<file path="src/rtl/mem_access_unit.sv">
// Data-memory access unit: issues one bus transaction per load/store and freezes the pipeline until it completes.
// Optional address-map checking is enabled by defining MEM_RANGE_CHECK_EN.
module mem_access_unit (
    input  logic        clk,
    input  logic        reset,
    input  logic        Req,
    input  logic [3:0]  MemOp,
    input  logic [31:0] Addr,
    input  logic [31:0] WData,
    input  logic [4:0]  MEM_ExcCode_pre,
    output logic        bus_req,
    output logic [31:0] bus_addr,
    output logic [3:0]  bus_we,
    output logic [31:0] bus_wdata,
    input  logic [31:0] bus_rdata,
    input  logic        bus_ack,
    output logic [31:0] MemRData,
    output logic        stall,
    output logic [4:0]  MEM_ExcCode
);

    localparam int unsigned DATA_W = 32;
    localparam int unsigned OP_W   = 4;
    localparam int unsigned EXC_W  = 5;
    localparam int unsigned BE_W   = 4;

    localparam logic [OP_W-1:0] OP_LW  = 4'd1;
    localparam logic [OP_W-1:0] OP_LH  = 4'd2;
    localparam logic [OP_W-1:0] OP_LHU = 4'd3;
    localparam logic [OP_W-1:0] OP_LB  = 4'd4;
    localparam logic [OP_W-1:0] OP_LBU = 4'd5;
    localparam logic [OP_W-1:0] OP_SW  = 4'd6;
    localparam logic [OP_W-1:0] OP_SH  = 4'd7;
    localparam logic [OP_W-1:0] OP_SB  = 4'd8;

    localparam logic [EXC_W-1:0] EXC_NONE = 5'd0;
    localparam logic [EXC_W-1:0] EXC_ADEL = 5'd4;
    localparam logic [EXC_W-1:0] EXC_ADES = 5'd5;

    typedef enum logic [1:0] {IDLE, BUSY, DONE} state_t;

    state_t state, state_nxt;

    logic              is_load, is_store, is_word, misalign, range_fault, fault, start_c;
    logic [BE_W-1:0]   be_c;
    logic [EXC_W-1:0]  fault_code;
    logic [OP_W-1:0]   op_q;
    logic [1:0]        lane_q;

    // Extend the addressed byte/half of the returned word
    function automatic logic [DATA_W-1:0] load_ext(input logic [OP_W-1:0] op,
                                                   input logic [1:0] lane,
                                                   input logic [DATA_W-1:0] rd);
        logic [7:0]  b;
        logic [15:0] h;
        b = rd[{lane, 3'b000} +: 8];
        h = rd[{lane[1], 4'b0000} +: 16];
        case (op)
            OP_LB:   load_ext = {{24{b[7]}}, b};
            OP_LBU:  load_ext = {24'd0, b};
            OP_LH:   load_ext = {{16{h[15]}}, h};
            OP_LHU:  load_ext = {16'd0, h};
            default: load_ext = rd;
        endcase
    endfunction

    // Operation decode: class, alignment and lane enables
    always_comb begin
        is_load  = 1'b0;
        is_store = 1'b0;
        is_word  = 1'b0;
        misalign = 1'b0;
        be_c     = '0;
        case (MemOp)
            OP_LW:         begin is_load = 1'b1; is_word = 1'b1; misalign = (Addr[1:0] != 2'b00); end
            OP_LH, OP_LHU: begin is_load = 1'b1; misalign = Addr[0]; end
            OP_LB, OP_LBU: begin is_load = 1'b1; end
            OP_SW:         begin is_store = 1'b1; is_word = 1'b1; misalign = (Addr[1:0] != 2'b00);
                                 be_c = 4'b1111; end
            OP_SH:         begin is_store = 1'b1; misalign = Addr[0]; be_c = 4'b0011 << Addr[1:0]; end
            OP_SB:         begin is_store = 1'b1; be_c = 4'b0001 << Addr[1:0]; end
            default:       ;
        endcase
    end

`ifdef MEM_RANGE_CHECK_EN
    // Only RAM and the two timer register windows are mapped; timers accept word accesses only
    logic in_ram, in_tmr;
    assign in_ram      = (Addr <= 32'h0000_2FFF);
    assign in_tmr      = ((Addr >= 32'h0000_7F00) && (Addr <= 32'h0000_7F0B)) ||
                         ((Addr >= 32'h0000_7F10) && (Addr <= 32'h0000_7F1B));
    assign range_fault = !(in_ram || in_tmr) || (in_tmr && !is_word);
`else
    assign range_fault = 1'b0;
`endif

    assign fault      = (is_load || is_store) && (misalign || range_fault);
    assign fault_code = !fault ? EXC_NONE : (is_load ? EXC_ADEL : EXC_ADES);
    assign start_c    = (state == IDLE) && (is_load || is_store) && (MEM_ExcCode_pre == EXC_NONE)
                        && !fault && !Req;

    // State register
    always_ff @(posedge clk) begin
        if (reset) state <= IDLE;
        else       state <= state_nxt;
    end

    // Next-state logic; Req has no effect once the bus transaction is in flight
    always_comb begin
        state_nxt = state;
        case (state)
            IDLE:    if (start_c) state_nxt = BUSY;
            BUSY:    if (bus_ack) state_nxt = DONE;
            DONE:    state_nxt = IDLE;
            default: state_nxt = IDLE;
        endcase
    end

    // Combinational outputs
    always_comb begin
        stall       = 1'b0;
        MEM_ExcCode = (MEM_ExcCode_pre != EXC_NONE) ? MEM_ExcCode_pre : fault_code;
        case (state)
            IDLE:    stall = start_c;
            BUSY:    stall = 1'b1;
            default: stall = 1'b0;
        endcase
    end

    // Bus request registers and load result capture
    always_ff @(posedge clk) begin
        if (reset) begin
            bus_req   <= 1'b0;
            bus_addr  <= '0;
            bus_we    <= '0;
            bus_wdata <= '0;
            MemRData  <= '0;
            op_q      <= '0;
            lane_q    <= '0;
        end else begin
            bus_req <= (state_nxt == BUSY);
            if (start_c) begin
                bus_addr  <= {Addr[31:2], 2'b00};
                bus_we    <= be_c;
                bus_wdata <= WData << {Addr[1:0], 3'b000};
                op_q      <= MemOp;
                lane_q    <= Addr[1:0];
            end
            if ((state == BUSY) && bus_ack)
                MemRData <= load_ext(op_q, lane_q, bus_rdata);
        end
    end

endmodule
</file>
<file path="config.mk">
export PLATFORM = sky130hd
export DESIGN_NAME = mem_access_unit
export DESIGN_NICKNAME = d
export VERILOG_FILES = /design/src/rtl/mem_access_unit.sv
export SDC_FILE = /design/constraint.sdc
export NUM_CORES = 1
export LEC_CHECK = 0
export ABC_AREA = 1
export CAP_MARGIN = 5
export CORE_MARGIN = 2
export CORE_UTILIZATION = 40
export DETAILED_ROUTE_END_ITERATION = 7
export HOLD_SLACK_MARGIN = 0.12
export PLACE_DENSITY = 0.82
export SYNTH_ARGS = -nofsm -noshare
export SYNTH_HDL_FRONTEND = slang
export SYNTH_SLANG_ARGS = --single-unit
</file>
<file path="constraint.sdc">
create_clock -name clk -period 4.09 [get_ports clk]
set_input_delay 0.6135 -clock clk [delete_from_list [all_inputs] [get_ports clk]]
set_output_delay 0.6135 -clock clk [all_outputs]
set_load 0.01 [all_outputs]
</file>
==> results.py <==
metrics = {
    "grt": {
        "grt_usage_pct": 23.20,
        "first_global_vias": 5649,
        "grt_pass1_wl_um": 27920,
        "grt-ovfl-total": 0,
        "antenna_found_initial": 0,
        "grt_max_degree": 64,
    },
    "setup_path": {
        "worstSetupPathType": "input port to primary output",
        "cp_slowest_stage_delay_ps": 550,
        "crit_family": "buffers and inverters",
        "reg2reg_depth": 6,
        "startpoint_type": "input port",
        "path_buf_inv": 3,
        "crit_slowest_cell": "clkdlybuf4s50_1",
        "cp_data_arrival_time_ps": 2760,
        "cp_num_cells": 11,
        "worstPathMaxFanout": 27,
        "path_cells": "clkdlybuf4s50_1, nor2_1, nand3_1, nand2_1, nor2_2, nor2_4, nand2_4, nand2_1, nand2_1, inv_1, clkdlybuf4s50_1",
        "cpMostUsedCell": "nand2_1",
        "crit_required_ps": 3480,
        "critPathCaptureType": "primary output",
    },
    "clock_network": {
        "cts_root_buf": "clkbuf_16",
        "cts.reportedPaths.clkPinSlew_ps": 70,
        "cts_tree": "done",
        "cts_repair_resize_count": 0,
        "ctsLongestPathBuffers": 2,
        "cts-hold-fix-buffers": 0,
        "htreeDepth": 3,
        "clock_latency_ps": 350,
        "post_cts_buffers": 0,
        "cts_made_buffers": 9,
        "cts.sinks": 107,
    },
    "yosys": {
        "syn_avg_cell_area_um2": 6.318,
        "synth-simple-area-share_pct": 42.68,
        "synth_top_cell_by_area": "dfxtp_1",
        "synth-compound-area-share_pct": 9.771,
        "synth_fa_ha_area_share_pct": 0,
        "yosys_warnings": 0,
        "post-synth-top-count-cell": "nand2_1",
        "synthXorXnorAreaFrac_pct": 0,
        "async_flop_share_pct": 0,
        "synth.area.top_cells": "dfxtp_1, nand2_1, nor2_1",
        "ys_seq_area_share_pct": 37.26,
        "ys.flop_type": "dfxtp_1",
        "synthMuxAreaShare_pct": 0,
        "ys_types": 32,
        "synth_top_area_share_pct": 37.26,
        "synth_edf_count": 0,
        "synthTopCellsByCount": "nand2_1, nor2_1, dfxtp_1",
        "syn-cell-area_mm2": 0.005749,
        "ys_seq_elements": 107,
        "synth_top_family_by_area": "simple AND/OR/NAND/NOR gates",
        "synth_cells": 910,
    },
    "placed_design": {
        "gp_congestion": 0.9084,
        "dp_hpwl_um": 12810,
        "io_buffer_count": 213,
        "placed_cells": 1248,
    },
    "route": {
        "met3_length_um": 1843,
        "ant_nets": 0,
        "viasPerCell": 4.964,
        "drt_wl_total_um": 18050,
        "wl_per_cell_um": 14.28,
        "vias": 6274,
        "drtPass1Iterations": 6,
        "drc": 0,
        "first_iter_violations": 564,
        "wirelength_met1_um": 7563,
        "highest_layer": "met4",
        "wl_met2_um": 8190,
    },
    "pwr": {
        "cellPowerDensity_mw_per_mm2": 271.5,
        "ir_worst_vdd_uv": 166.3,
        "power_leakage_nw": 3.434,
    },
    "timing": {
        "fin_skew_ps": 5.188,
        "rsz0062_at_grt": "no",
        "final.setup.tns_ps": 0,
        "min_period_over_period_pct": 82.55,
        "final_hold_viol_count": 0,
        "max_clock_freq_ghz": 0.2962,
        "max_slew_margin_pct": 39.06,
        "min_period_ps": 3376,
        "fin_hold_ws_ps": 469.3,
        "slew_viol_final": 0,
        "worst_pin_slew_ps": 911.9,
        "setup_violations": 0,
    },
    "die": {
        "start_util_pct": 41.26,
        "fp.coreArea_mm2": 0.01393,
        "ios": 216,
        "die_x_um": 123.9,
        "dieArea_mm2": 0.01535,
        "row_count": 43,
        "fp.dieH_um": 123.9,
    },
    "layout": {
        "layout.cells.non_filler": 1264,
        "area_growth_pct": 41.94,
        "nets": 1188,
        "drive_gt1_share_pct": 5.166,
        "diodes": 0,
    },
    "run": {
        "max-cap-violations": 0,
    },
    "status": {
        "outcome": "finished clean",
    },
    "worst_hold_path": {
        "worst_hold_path_type": "register to register",
        "whs_path_depth": 2,
    },
}
where the power goes:
part	leakage (nW)	internal (mW)	total (mW)	switching [mW]
clock	0.142	0.464	0.860	0.395
combinational	2.43	0.156	0.306	0.149
sequential	0.862	1.05	1.05	0.00398
total	3.43	1.67	2.22	0.549
flip-flops by register name (all words and copies together), names as in the netlist:
| signal | cells |
|---|---|
| state | 2 |
| MemRData | 32 |
| lane_q | 2 |
| bus_we | 4 |
| op_q | 4 |
| bus_addr | 30 |
| bus_req | 1 |
| bus_wdata | 32 |
layout make-up:
type	instances	area, um^2
Clock buffer	13	270.3
Clock inverter	3	21.27
Fill cell	1356	5774
Inverter	67	254.0
Multi-Input combinational cell	672	3023
Sequential cell	107	2142
Tap cell	180	225.2
Timing Repair Buffer	222	2225
through the flow:
step	worst slack (ps)	util, %	instance area [um^2]	total power, mW
floorplan	1945	-	5753	1.223
global placement	733.8	56.47	7869	1.375
detailed placement	709.1	56.47	7869	1.376
CTS	707.2	58.56	8160	2.230
global route	493.2	58.56	8160	2.299
finish	713.6	58.56	8160	2.216
worst paths after layout:
check / end / slack (ps) / startpoint
setup reg to reg: MemRData[14] / 1600 / op_q[2]
hold / removal: MemRData[4] / 470 / MemRData[4]
setup / recovery: stall / 710 / MemOp[0]
hold reg to reg: MemRData[4] / 470 / MemRData[4]
layout by cell type, fill, tap and decap left out, types with 2 or more instances in the layout:
cell type | Yosys | routed
a21oi_1 | 19 | 19
nand3_2 | 6 | 6
nand3_1 | 67 | 67
nor2_2 | 4 | 4
inv_2 | 3 | 3
nand3b_1 | 31 | 31
o21ai_2 | 2 | 2
o21ai_0 | 73 | 73
buf_4 | 3 | 7
nand4_1 | 9 | 9
conb_1 | 1 | 2
nor2_1 | 211 | 211
o21ai_1 | 2 | 2
dfxtp_1 | 107 | 107
o22ai_1 | 7 | 7
inv_1 | 62 | 62
nand2_4 | 2 | 2
buf_12 | 0 | 2
nand2_2 | 3 | 3
clkdlybuf4s50_1 | 0 | 213
nor2_4 | 3 | 3
or2_2 | 8 | 8
clkbuf_8 | 0 | 3
nand2_1 | 217 | 217
o211ai_1 | 2 | 2
clkbuf_16 | 0 | 9
worst min-delay path, stage by stage (launching register included):
cell     delay [ps]
dfxtp_1         310
nand2_1          60
a21oi_1          50
per-layer routing:
| layer | GRT usage, % | vias up |
|---|---|---|
| met4 | 9.340 | 0 |
| met5 | 0 | - |
| met2 | 37.12 | 269 |
| met3 | 6.868 | 31 |
| li1 | - | 3200 |
| met1 | 29.32 | 2774 |
logic make-up after synthesis:
| logic type | after synthesis |
|---|---|
| AO/OA/AOI/OAI | 107 |
| buffers and inverters | 132 |
| flip-flops | 107 |
| other | 1 |
| AND/OR/NAND/NOR | 563 |
Note: power is estimated with default switching activity, not from simulation.
